$ cat src/rtl/ctrl_pkg.sv
// Shared types and encodings for the multicycle core control FSM.
// Latency: n/a (declarations only).
// Backpressure: n/a.
package ctrl_pkg;

    // Controller states; one per datapath step of the multicycle core.
    typedef enum logic [3:0] {
        FETCH   = 4'd0,
        DECODE  = 4'd1,
        MEMADR  = 4'd2,
        MEMRD   = 4'd3,
        MEMWB   = 4'd4,
        MEMWR   = 4'd5,
        EXECR   = 4'd6,
        EXECI   = 4'd7,
        ALUWB   = 4'd8,
        BRANCH  = 4'd9,
        ILLEGAL = 4'd10
    } ctrl_state_t;

    // ALU B operand select encodings.
    localparam logic [1:0] SRCB_REG  = 2'b00;
    localparam logic [1:0] SRCB_IMM  = 2'b01;
    localparam logic [1:0] SRCB_FOUR = 2'b10;

    // Result bus select encodings.
    localparam logic [1:0] RES_ALUOUT = 2'b00;
    localparam logic [1:0] RES_DATA   = 2'b01;
    localparam logic [1:0] RES_ALU    = 2'b10;

    // Instruction-class encodings of Op (instruction bits [27:26]).
    localparam logic [1:0] OP_DP  = 2'b00;
    localparam logic [1:0] OP_MEM = 2'b01;
    localparam logic [1:0] OP_BR  = 2'b10;
    localparam logic [1:0] OP_ILL = 2'b11;

    // Full control word driven onto the datapath each cycle.
    typedef struct packed {
        logic       ir_write;
        logic       next_pc;
        logic       reg_w;
        logic       mem_w;
        logic       branch;
        logic       adr_src;
        logic       alu_src_a;
        logic [1:0] alu_src_b;
        logic [1:0] result_src;
        logic       alu_op;
        logic       illegal_op;
    } ctrl_word_t;

endpackage

$ cat src/rtl/ctrl_out_decode.sv
// Maps the controller state (plus mem_ready in FETCH) to the datapath control word.
// Latency: purely combinational, zero cycles.
// Backpressure: none; mem_ready only qualifies the IR/PC load in FETCH.
module ctrl_out_decode
    import ctrl_pkg::*;
(
    input  ctrl_state_t state,
    input  logic        mem_ready,
    output ctrl_word_t  ctrl
);

    // Moore decode of the state; anything not set for a state stays 0.
    always_comb begin
        ctrl = '0;
        case (state)
            FETCH: begin
                ctrl.adr_src    = 1'b0;
                ctrl.alu_src_a  = 1'b1;
                ctrl.alu_src_b  = SRCB_FOUR;
                ctrl.result_src = RES_ALU;
                // Load IR and bump PC only on the cycle the fetch completes.
                ctrl.ir_write   = mem_ready;
                ctrl.next_pc    = mem_ready;
            end
            DECODE: begin
                ctrl.alu_src_a  = 1'b1;
                ctrl.alu_src_b  = SRCB_FOUR;
                ctrl.result_src = RES_ALU;
            end
            MEMADR: begin
                ctrl.alu_src_a  = 1'b0;
                ctrl.alu_src_b  = SRCB_IMM;
                ctrl.alu_op     = 1'b0;
            end
            MEMRD: begin
                ctrl.adr_src    = 1'b1;
                ctrl.result_src = RES_ALUOUT;
            end
            MEMWB: begin
                ctrl.result_src = RES_DATA;
                ctrl.reg_w      = 1'b1;
            end
            MEMWR: begin
                ctrl.adr_src    = 1'b1;
                ctrl.result_src = RES_ALUOUT;
                ctrl.mem_w      = 1'b1;
            end
            EXECR: begin
                ctrl.alu_src_a  = 1'b0;
                ctrl.alu_src_b  = SRCB_REG;
                ctrl.alu_op     = 1'b1;
            end
            EXECI: begin
                ctrl.alu_src_a  = 1'b0;
                ctrl.alu_src_b  = SRCB_IMM;
                ctrl.alu_op     = 1'b1;
            end
            ALUWB: begin
                ctrl.result_src = RES_ALUOUT;
                ctrl.reg_w      = 1'b1;
            end
            BRANCH: begin
                ctrl.alu_src_a  = 1'b0;
                ctrl.alu_src_b  = SRCB_IMM;
                ctrl.result_src = RES_ALU;
                ctrl.branch     = 1'b1;
            end
            ILLEGAL: begin
                ctrl.illegal_op = 1'b1;
            end
            default: begin
                ctrl = '0;
            end
        endcase
    end

endmodule

$ cat src/rtl/multicycle_ctrl_fsm.sv
// Main multicycle core controller: sequences fetch/decode/execute/mem/writeback, counts retires.
// Latency: ALU 4, branch 3, load 5, store 4 cycles at zero wait states.
// Backpressure: mem_ready low stalls FETCH, MEMRD and MEMWR one cycle each, no timeout.
module multicycle_ctrl_fsm
    import ctrl_pkg::*;
#(
    parameter int CNT_W = 32
) (
    input  logic             clk,
    input  logic             reset_n,
    input  logic [1:0]       Op,
    input  logic [5:0]       Funct,
    input  logic             mem_ready,
    output logic             IRWrite,
    output logic             NextPC,
    output logic             RegW,
    output logic             MemW,
    output logic             Branch,
    output logic             AdrSrc,
    output logic             ALUSrcA,
    output logic [1:0]       ALUSrcB,
    output logic [1:0]       ResultSrc,
    output logic             ALUOp,
    output logic             illegal_op,
    output logic [CNT_W-1:0] instret
);

    ctrl_state_t state_q;
    ctrl_state_t state_d;
    logic        retire;
    logic        run_q;
    ctrl_word_t  ctrl;

    // Funct[4:1] carry ALU function bits consumed by the ALU decoder, not here.
    logic unused_funct;
    assign unused_funct = ^Funct[4:1];

    // Reset release is retimed to clk: the FSM starts on the first edge after release,
    // and enables stay low until then; assertion takes effect immediately.
    always_ff @(posedge clk or negedge reset_n) begin
        if (!reset_n) begin
            run_q <= 1'b0;
        end else begin
            run_q <= 1'b1;
        end
    end

    // State register; held in FETCH until the retimed reset release.
    always_ff @(posedge clk or negedge reset_n) begin
        if (!reset_n) begin
            state_q <= FETCH;
        end else if (run_q) begin
            state_q <= state_d;
        end
    end

    // Next-state and retire decision for the current state.
    always_comb begin
        state_d = state_q;
        retire  = 1'b0;
        case (state_q)
            FETCH: begin
                if (mem_ready) begin
                    state_d = DECODE;
                end
            end
            DECODE: begin
                case (Op)
                    OP_MEM:  state_d = MEMADR;
                    OP_DP:   state_d = Funct[5] ? EXECI : EXECR;
                    OP_BR:   state_d = BRANCH;
                    default: state_d = ILLEGAL;
                endcase
            end
            MEMADR: begin
                state_d = Funct[0] ? MEMRD : MEMWR;
            end
            MEMRD: begin
                if (mem_ready) begin
                    state_d = MEMWB;
                end
            end
            MEMWB: begin
                state_d = FETCH;
                retire  = 1'b1;
            end
            MEMWR: begin
                if (mem_ready) begin
                    state_d = FETCH;
                    retire  = 1'b1;
                end
            end
            EXECR, EXECI: begin
                state_d = ALUWB;
            end
            ALUWB: begin
                state_d = FETCH;
                retire  = 1'b1;
            end
            BRANCH: begin
                state_d = FETCH;
                retire  = 1'b1;
            end
            ILLEGAL: begin
                state_d = FETCH;
            end
            default: begin
                state_d = FETCH;
            end
        endcase
    end

    // Retired-instruction counter; wraps naturally at 2^CNT_W.
    always_ff @(posedge clk or negedge reset_n) begin
        if (!reset_n) begin
            instret <= '0;
        end else if (run_q && retire) begin
            instret <= instret + CNT_W'(1);
        end
    end

    ctrl_out_decode u_out_decode (
        .state     (state_q),
        .mem_ready (mem_ready),
        .ctrl      (ctrl)
    );

    // Mux selects pass straight through (FETCH values in reset); strobes are
    // held low until the FSM is running so nothing writes during reset.
    always_comb begin
        AdrSrc     = ctrl.adr_src;
        ALUSrcA    = ctrl.alu_src_a;
        ALUSrcB    = ctrl.alu_src_b;
        ResultSrc  = ctrl.result_src;
        ALUOp      = ctrl.alu_op;
        IRWrite    = ctrl.ir_write   & run_q;
        NextPC     = ctrl.next_pc    & run_q;
        RegW       = ctrl.reg_w      & run_q;
        MemW       = ctrl.mem_w      & run_q;
        Branch     = ctrl.branch     & run_q;
        illegal_op = ctrl.illegal_op & run_q;
    end

endmodule
$ cat config.mk
export PLATFORM = sky130hd
export DESIGN_NAME = multicycle_ctrl_fsm
export DESIGN_NICKNAME = d
export VERILOG_FILES = /design/src/rtl/ctrl_pkg.sv /design/src/rtl/ctrl_out_decode.sv /design/src/rtl/multicycle_ctrl_fsm.sv
export SDC_FILE = /design/constraint.sdc
export NUM_CORES = 1
export LEC_CHECK = 0
export ABC_AREA = 1
export CORE_MARGIN = 2
export CORE_UTILIZATION = 45
export CTS_CLUSTER_SIZE = 40
export DETAILED_ROUTE_END_ITERATION = 6
export PLACE_DENSITY = 0.76
export SKIP_LAST_GASP = 1
export SLEW_MARGIN = 0
export SYNTH_ARGS = -nofsm -noshare
export SYNTH_HDL_FRONTEND = slang
export SYNTH_SLANG_ARGS = --single-unit
$ cat constraint.sdc
create_clock -name clk -period 1.6 [get_ports clk]
set_clock_uncertainty 0.2 [all_clocks]
set_input_delay 0.32 -clock clk [delete_from_list [all_inputs] [get_ports clk]]
set_output_delay 0.32 -clock clk [all_outputs]
set_load 0.02 [all_outputs]
; Word level (Yosys, flattened, before mapping)
; Index checks and enable logic that the tools add are counted.
[totals]
ff_bits = 37
in_bits = 11
word_cells = 54
[op_classes]
addsub = 1
n_eq_ne = 15
muxes = 18
bitwise_logic = 6
n_reduce_logical = 11
[op_table]
columns = op, n
row1 = $add A32 B1 Y32 const B, 1
row2 = $pmux W4 S6, 1
row3 = $eq A4 B3 Y1 const B, 4
row4 = $eq A4 B4 Y1 const B, 3
row5 = $mux W4, 3
row6 = $pmux W4 S3, 1
row7 = $reduce_or A3 Y1, 3
row8 = $eq A4 B2 Y1 const B, 2
row9 = $mux W1, 8
row10 = $reduce_or A2 Y1, 4
row11 = $and A1 B1 Y1, 6
row12 = $ne A2 B2 Y1 const B, 3
row13 = $pmux W3 S2, 1
row14 = $eq A4 B1 Y1 const B, 1
row15 = $logic_not A4 Y1, 1
row16 = $pmux W2 S2, 1
row17 = $reduce_and A4 Y1, 1
row18 = $mux W3, 1
row19 = $eq A2 B1 Y1 const B, 1
row20 = $eq A2 B2 Y1 const B, 1
row21 = $logic_not A2 Y1, 1
row22 = $mux W2, 1
row23 = $pmux W1 S2, 1
row24 = $logic_and A1 B1 Y1, 1

; Logic depth before layout (Yosys ltp)
; Gate-level depths: netlist of the first run.
[logic_depth]
depth_word = 4
ltp_mapped = 10
ltp_nobuf = 10

; Hierarchy
; From an unflattened synthesis of the first run, not the netlist that was laid out.
[hier_totals]
hier_cells = 434
hier_area_um2 = 2631.3
[modules_own_cells]
columns = mod, instances, cells_per_inst, area_each_um2, seq_area_each_um2
row1 = multicycle_ctrl_fsm, 1, 400, 2477.4, 925.9
row2 = ctrl_out_decode, 1, 34, 153.9, 0.0

; Least setup slack after synthesis of the first run
; OpenSTA, ideal clock, no wires.
[synth_path]
kind = register -> output
startpoint = register state_q[3]
endpoint = output ALUSrcB[0]
t_arrival_ns = 1.385
required_ns = 1.080
path_slack_ns = -0.305
path_stages_with_launch = 4
n_path_buf = 0
cell_sequence = dfrtp_1 > inv_1 > nand2_1 > o311ai_0
[synth_via]
elab_chain_cells = 3
[synth_lines]
columns = element, line
row1 = from (decl), multicycle_ctrl_fsm.sv:28  ; ctrl_state_t state_q;
row2 = from (signal assigned), multicycle_ctrl_fsm.sv:53  ; state_q <= state_d;
row3 = $eq A4 B2 Y1 (tied with other cells), ctrl_out_decode.sv:15  ; case (state)
row4 = $reduce_or A3 Y1 (no line) / $reduce_or A2 Y1 (equally long branches), -
row5 = $pmux W3 S2 *, ctrl_out_decode.sv:15
row6 = to (decl), multicycle_ctrl_fsm.sv:21  ; output logic [1:0] ALUSrcB,
; Mark *: on every way between the ends. The rest lies on a longest branch, timed or not.

; Final worst setup path of the first run
[layout_path]
startpoint = register state_q[0]
endpoint = output illegal_op
[layout_via]
elab_chain_cells = 3
[layout_lines]
columns = element, line
row1 = $eq A4 B4 Y1, ctrl_out_decode.sv:15
row2 = $mux W1, ctrl_out_decode.sv:15
row3 = $and A1 B1 Y1, multicycle_ctrl_fsm.sv:141  ; illegal_op = ctrl.illegal_op & run_q;
row4 = to (decl), multicycle_ctrl_fsm.sv:24  ; output logic illegal_op,
; Every way passes these cells.

==> parameters.txt, run 1 <==
Parameter                              Value

Logic synthesis
  Mapped cell area ... 2360 um2
  Syn Nets ... 348
  Cell taking the most area after synthesis ... sky130_fd_sc_hd__dfrtp_1
  Area share of and/or/nand/nor cells after synthesis ... 0.392
  Synth Register Bits ... 37
  Largest cells by area after synthesis ... sky130_fd_sc_hd__dfrtp_1, sky130_fd_sc_hd__nand2_1, sky130_fd_sc_hd__inv_1, sky130_fd_sc_hd__nor2_1, sky130_fd_sc_hd__xnor2_1
  Adder and majority gate portion of the synthesized area ... 0.00531
  Complex-gate fraction of the synthesized area ... 0.0356
  Post-synthesis average cell area ... 7.02 um2
  Post-synthesis sequential area ratio ... 0.393
  Distinct cell type count of the synthesized netlist ... 30
  Top cell type's share of synthesized area ... 0.393
  Dominant combinational cell family by area after synthesis ... simple AND/OR/NAND/NOR gates
  Count of yosys warnings during synthesis ... 0
  Number of cells produced by synthesis ... 336
  Multiplexer share of the synthesized area ... 0
  Fraction of synthesized cell area in xor and xnor cells ... 0.0594

CTS
  Clk slew on worst S/H paths ... 80 ps
  Number of buffers on the longest clock path ... 2
  TritonCTS buffer count ... 5
  Number of H-tree branching levels ... 2
  Clock insertion delay at the later pin of the skew report ... 290 ps
  CTS tree ... built
  Clk sink count ... 37
  Root cell of the clock tree ... sky130_fd_sc_hd__clkbuf_8

Power and ir drop
  Highest ir drop seen on vdd ... 0.959 mV
  Total power per unit cell area ... 1030 nW/um2
  Reported leakage power ... 1.71 nW
  Power Total ... 3.59 mW

Die
  Starting density of the core ... 0.464
  Die area ... between 5000 and 6000 um2
  Chip Width ... 76.4 um
  Total core area ... 5070 um2
  Overall die height ... 76.4 um
  FP Rows ... 26
  # IOs ... 56

Route
  Number of nets still failing antenna checks after routing ... 0
  DR vias ... 2457
  Total length of routed wires ... 6250 um
  Number of DRC violations after detailed-routing iteration 0 ... 144
  DR pass1 iterations ... 4
  Average detailed-routed wire length per instance ... ~12 um
  Residual DRC count ... 0
  Via-to-Cell Ratio ... 4.84

Global routing
  Fraction of met3 tracks used by global routing ... 0.0498
  GR Layer Usage met1 ... 0.271
  Via count of the first global-routing pass ... roughly 2400
  Initial antenna violation count ... 0
  Global-route wire length before repair ... ~11000 um
  Overall fraction of global-route tracks in use ... 0.223
  Total grt overflow ... 0
  Met2 GRT Util ... 0.388
  Peak-usage layer in the global routing report ... met2
  Largest net degree at the start of global routing ... 38

Worst setup path
  Cell depth of the worst flop-to-flop path ... 10
  Worst-path maximum fanout ... 3
  Critical path endpoint category ... primary output
  Worst path arrival time ... 1410 ps
  Worst reg2reg endpoint ... instret[20]
  Data required, critical path ... 1080 ps
  Setup slack of the worst register-to-register path ... -280 ps
  Type of the worst setup path ... reg -> out
  Reg2reg start ... state_q[3]
  Nature of the critical path startpoint ... register

Timing
  Minimum period implied by the final worst setup slack ... 1930 ps
  Max-slew violation count ... 0
  Peak Freq ... slightly above 500 MHz
  Final count of negative-setup-slack endpoints ... between 40 and 50
  Final hold violation count ... 0
  Setup repair after global routing missed its margin ... yes
  Post-route fraction of the period consumed by the critical path ... 1.20
  Setup TNS Final ... -8680 ps
  Smallest setup slack after layout ... -328 ps

Min path
  Endpoint with the worst hold slack ... instret[2]
  Hold/Removal Path Class ... reg -> reg
  Depth of the worst hold-timing path ... 1
  Startpoint of the most critical hold path ... instret[2]

Cells and area
  Diodes inserted ... 0
  Area taken by multi-input logic gates ... 1290 um2
  Synthesis-to-layout area growth ... 47.8%
  FF/Latch Area ... 933 um2
  Net count reported at finish ... 449
  Share of final-layout standard cells stronger than drive strength 1 ... 0.306
  Fill count ... between 400 and 500

Placement
  Final GP Congestion ... 0.848
  Detail Placement HPWL ... 4430 um
  Buffers on Ports ... 51

Outcome
  Status ... finished with violations
  Violations in the final reports ... setup timing

Run
  Maximum Capacitance Violations ... 0
-- report_power, final --
part	switching (mW)	internal, mW	leakage [nW]
combinational	0.949	0.840	1.18
clock	0.336	0.302	0.0450
sequential	0.129	1.03	0.476
-- flip-flops by register name (all words and copies together) (netlist names) --
register	flops
state_q	4
run_q	1
instret	32
-- critical path, stage by stage, from the launching register on --
cell and delay [ps]:
sky130_fd_sc_hd__dfrtp_1 430, sky130_fd_sc_hd__buf_4 150, sky130_fd_sc_hd__nor4_2 300, sky130_fd_sc_hd__buf_2 230
-- cell usage in the layout, fill, tap and decap left out, types with 2 or more instances in the layout --
master / n
sky130_fd_sc_hd__nand2_2: 19
sky130_fd_sc_hd__inv_2: 6
sky130_fd_sc_hd__and3_1: 2
sky130_fd_sc_hd__buf_4: 43
sky130_fd_sc_hd__nand4_1: 12
sky130_fd_sc_hd__dfrtp_2: 6
sky130_fd_sc_hd__clkinv_2: 2
sky130_fd_sc_hd__buf_6: 13
sky130_fd_sc_hd__clkdlybuf4s15_1: 10
sky130_fd_sc_hd__buf_12: 4
sky130_fd_sc_hd__nand2_1: 95
sky130_fd_sc_hd__clkbuf_2: 10
sky130_fd_sc_hd__nand3_1: 20
sky130_fd_sc_hd__nand2_4: 2
sky130_fd_sc_hd__buf_2: 2
sky130_fd_sc_hd__nand3_2: 2
sky130_fd_sc_hd__clkdlybuf4s50_1: 5
sky130_fd_sc_hd__dlygate4sd2_1: 13
sky130_fd_sc_hd__o21ai_1: 2
sky130_fd_sc_hd__clkbuf_8: 5
sky130_fd_sc_hd__inv_1: 44
sky130_fd_sc_hd__nor2_4: 8
sky130_fd_sc_hd__xnor2_1: 15
sky130_fd_sc_hd__nand3_4: 2
sky130_fd_sc_hd__dfrtp_1: 31
sky130_fd_sc_hd__o21ai_0: 7
sky130_fd_sc_hd__nor2_2: 4
sky130_fd_sc_hd__nor2_1: 39
-- worst max-delay path by stage --
stage	start	endpoint	slack (ps)	cells after the start
global route	state_q[2]	NextPC	-360	4
finish	state_q[0]	illegal_op	-330	3
detailed placement	mem_ready	NextPC	-530	4
CTS	state_q[3]	ALUSrcB[0]	-270	4
floorplan	state_q[3]	ALUSrcB[0]	-60	3
global placement	mem_ready	IRWrite	-500	4
-- cell families (layout without fill, tap and decap cells) --
kind of cell,count (synthesis),count (layout)
AOI/OAI and AO/OA,14,14
DFF,37,37
and+or+nand+nor,208,208
other,1,1
adders and majority gates,1,1
buffers and inverters,59,161
xor gates and xnor gates,16,16
-- stage by stage --
step	instances	cell area (um2)	setup WS, ps	utilization	hold WS (ps)
after floorplan	336	2390	-59.6	-	-176
after global placement	493	3290	-500	0.647	105
after detailed placement	493	3290	-530	0.647	107
after CTS	507	3470	-270	0.683	297
after global routing	508	3480	-363	0.687	317
final	508	3480	-328	0.687	298
-- per-layer routing --
metal	vias up	part of all wire
met5	-	0
met4	0	0.015
met3	11	0.052
met2	63	0.50
met1	1144	0.43
li1	1239	-
-- area by class of cell --
class	instances	area share
clock buffer	6	0.0208
clock inverter	2	0.00287
inverter	52	0.0582
multi-input combinational	240	0.372
sequential	37	0.268
tap	70	0.0251
timing repair buffer	101	0.254
-- cell usage after synthesis --
library cell	count
sky130_fd_sc_hd__nand3_1	21
sky130_fd_sc_hd__o211ai_1	1
sky130_fd_sc_hd__conb_1	1
sky130_fd_sc_hd__nand3_4	1
sky130_fd_sc_hd__o21ai_1	1
sky130_fd_sc_hd__buf_12	1
sky130_fd_sc_hd__buf_4	4
sky130_fd_sc_hd__nor2_2	2
sky130_fd_sc_hd__nor2_1	47
sky130_fd_sc_hd__nand3_2	2
sky130_fd_sc_hd__dfrtp_1	37
sky130_fd_sc_hd__o21ai_0	8
sky130_fd_sc_hd__o21ai_2	1
sky130_fd_sc_hd__inv_1	50
sky130_fd_sc_hd__xor2_1	1
sky130_fd_sc_hd__and3_1	2
sky130_fd_sc_hd__nand2_1	105
sky130_fd_sc_hd__o311ai_0	1
sky130_fd_sc_hd__nor2_4	2
sky130_fd_sc_hd__o22ai_1	1
sky130_fd_sc_hd__o21bai_1	1
sky130_fd_sc_hd__nand3b_1	1
sky130_fd_sc_hd__nand4_1	12
sky130_fd_sc_hd__nand2_2	11
sky130_fd_sc_hd__nor4_1	1
sky130_fd_sc_hd__buf_6	2
sky130_fd_sc_hd__inv_2	2
sky130_fd_sc_hd__ha_1	1
sky130_fd_sc_hd__nor3_1	1
sky130_fd_sc_hd__xnor2_1	15
-- what timing repair did --
item                                    in CTS  in global routing
buffers inserted                             6                  1
pin swaps                                    9                  4
hold endpoints to repair                    37                  0
hold buffers                                 1                  0
gates resized for setup                    137                 40
endpoints found under the setup margin      78                 68
Note: power is estimated with default switching activity, not from simulation.
==> run 2: changes to the inputs <==
- PLACE_DENSITY: 0.76 -> 0.73
- clock period: 1.6 -> 2.3 ns (I/O delays scaled with it)
==> parameters.txt, run 2 (synthesis results as in run 1) <==
Parameter                              Value

Timing
  Peak Freq ... 458 MHz
  Actual transition at the worst max-transition pin ... 581 ps
  Normalized max-slew margin ... 0.613
  Final hold violation count ... 0
  Final worst hold slack ... 318 ps
  Final count of negative-setup-slack endpoints ... 0
  Setup TNS Final ... 0 ps
  Setup repair after global routing missed its margin ... yes
  Max-slew violation count ... 0
  Minimum period implied by the final worst setup slack ... 2180 ps
  Post-route fraction of the period consumed by the critical path ... 0.949

Worst setup path
  Largest stage delay on the critical path ... approximately 410 ps
  Worst path arrival time ... 1520 ps
  Setup slack of the worst register-to-register path ... just over 400 ps
  Reg2reg start ... instret[0]
  Nature of the critical path startpoint ... register
  Worst-path maximum fanout ... 4
  Type of the worst setup path ... reg -> out
  Worst reg2reg endpoint ... instret[20]
  Kind of cell with the highest combined delay on the critical path ... buffers and inverters
  CP Buf/Inv Count ... 4
  Cell depth of the worst flop-to-flop path ... 8
  Cell type of the slowest stage on the worst timing path ... sky130_fd_sc_hd__dfrtp_1
  Data required, critical path ... 1640 ps
  Launch point of the worst path ... state_q[3]
  Critical path endpoint category ... primary output
  Cell chain of the critical path ... inv_1 -> nand2_1 -> buf_4 -> nand2_1 -> nand2_2 -> inv_1 -> clkdlybuf4s15_1

Power and ir drop
  Power Total ... just over 2 mW
  Net Sw Power ... 0.800 mW
  Highest ir drop seen on vdd ... 0.480 mV
  Clock network power share ... 0.221
  Relative contribution of combinational cells to total power ... 0.398
  Flop pwr share ... 0.381
  Sw frac ... 0.392
  Cell-internal power ... 1.24 mW
  Reported leakage power ... between 1 and 1.5 nW
  Total power per unit cell area ... 667 nW/um2

Global routing
  Overall fraction of global-route tracks in use ... 0.195
  Via count of the first global-routing pass ... 2001
  Total grt overflow ... 0
  Global-route wire length before repair ... 9230 um
  Initial antenna violation count ... 0
  Largest net degree at the start of global routing ... 27

Die
  FP Rows ... 26
  Chip Width ... 76.4 um
  Overall die height ... between 70 and 80 um
  # IOs ... 56
  Total core area ... 5070 um2
  Die area ... between 5000 and 6000 um2
  Starting density of the core ... 0.464

CTS
  Number of buffers on the longest clock path ... 2
  Clk slew on worst S/H paths ... about 70 ps
  CTS tree ... built
  Root cell of the clock tree ... sky130_fd_sc_hd__clkbuf_8
  Clock insertion delay at the later pin of the skew report ... 300 ps
  TritonCTS buffer count ... 5
  Number of H-tree branching levels ... 2
  Clk sink count ... 37

Cells and area
  Top flop regs ... instret (32), state_q (4), run_q (1)
  Share of final-layout standard cells stronger than drive strength 1 ... 0.105
  Number of flip-flops under the largest register name ... 32
  Synthesis-to-layout area growth ... 29.8%
  Most frequent cells in the layout ... sky130_fd_sc_hd__nand2_1, sky130_fd_sc_hd__inv_1, sky130_fd_sc_hd__nor2_1
  Leading cell type in the layout, fill and taps excluded ... sky130_fd_sc_hd__nand2_1
  Net count reported at finish ... 410
  Diodes inserted ... 0
  Register with the most flip-flops ... instret

Run
  Maximum Capacitance Violations ... 0

Placement
  Buffers on Ports ... 51
  Detail Placement HPWL ... 4180 um
  Final GP Congestion ... approximately 0.89

Route
  Residual DRC count ... 0
  DR pass1 iterations ... 4
  Via-to-Cell Ratio ... roughly 4.8
  Number of DRC violations after detailed-routing iteration 0 ... 110
  Number of nets still failing antenna checks after routing ... 0
  DR vias ... roughly 2300
  Total length of routed wires ... between 5000 and 6000 um
  Average detailed-routed wire length per instance ... approximately 11 um

Outcome
  Status ... complete, no violations

Min path
  Startpoint of the most critical hold path ... instret[31]
  Endpoint with the worst hold slack ... instret[31]
  Hold/Removal Path Class ... reg -> reg
  Depth of the worst hold-timing path ... 2
run 2: changes by cell type in the layout (fill, tap and decap cells not counted), sizes merged, moves of 3 or more:
| cell | change |
|---|---|
| clkdlybuf4s50 | +32 |
| dlygate4sd2 | -3 |
| buf | -51 |
| clkbuf | -10 |
| clkdlybuf4s15 | -8 |
run 2: routing by layer:
layer	share of wire	wire length, um	vias up	GRT usage
met5	0	0	-	0
li1	-	-	1156	-
met1	0.47	2470	1043	0.252
met3	0.039	208	7	0.0438
met4	0.012	65	0	0.0582
met2	0.48	2540	48	0.327
run 2: how the worst max path moves through the flow:
| stage | to | depth (start not counted) | slack [ps] |
|---|---|---|---|
| final | RegW | 7 | 120 |
| after floorplan | ALUSrcB[0] | 3 | 250 |
| after CTS | ALUSrcB[0] | 3 | 40 |
| after global placement | IRWrite | 4 | -80 |
| after global routing | IRWrite | 4 | -30 |
| after detailed placement | IRWrite | 4 | -100 |
run 2: worst min-delay path, delay by kind of cell, from the launching register on:
kind             cells  cell delay [ps]
DFF                  1              370
and+or+nand+nor      2              120
run 2: area by class of cell:
class,count,area (um2)
sequential,37,926
tap,70,87.6
multi-input combinational,240,1170
inverter,52,195
clock inverter,3,17.5
timing repair buffer,62,598
fill,508,2020
clock buffer,5,68.8
run 2: power groups by stage:
stage	Combinational, mW	Sequential [mW]	Clock (mW)
floorplan	0.503	0.827	0
global placement	0.853	0.787	0
detailed placement	0.862	0.789	0
CTS	0.819	0.779	0.461
global route	0.885	0.792	0.498
finish	0.813	0.777	0.450
run 2: per-stage QoR:
stage | instances | utilization | setup slack [ps] | instance area [um2]
finish | 469 | 0.603 | 116 | 3060
global route | 469 | 0.603 | -25.2 | 3060
CTS | 469 | 0.603 | 39.7 | 3060
detailed placement | 460 | 0.587 | -103 | 2980
global placement | 460 | 0.587 | -77.6 | 2980
floorplan | 336 | - | 255 | 2360
run 2: repair_timing:
item | 4_1_cts | 5_1_grt
hold buffers | 1 | 0
resized for setup | 14 | 5
hold endpoints to repair | 24 | 0
buffers inserted | 0 | 0
setup endpoints to repair | 13 | 5
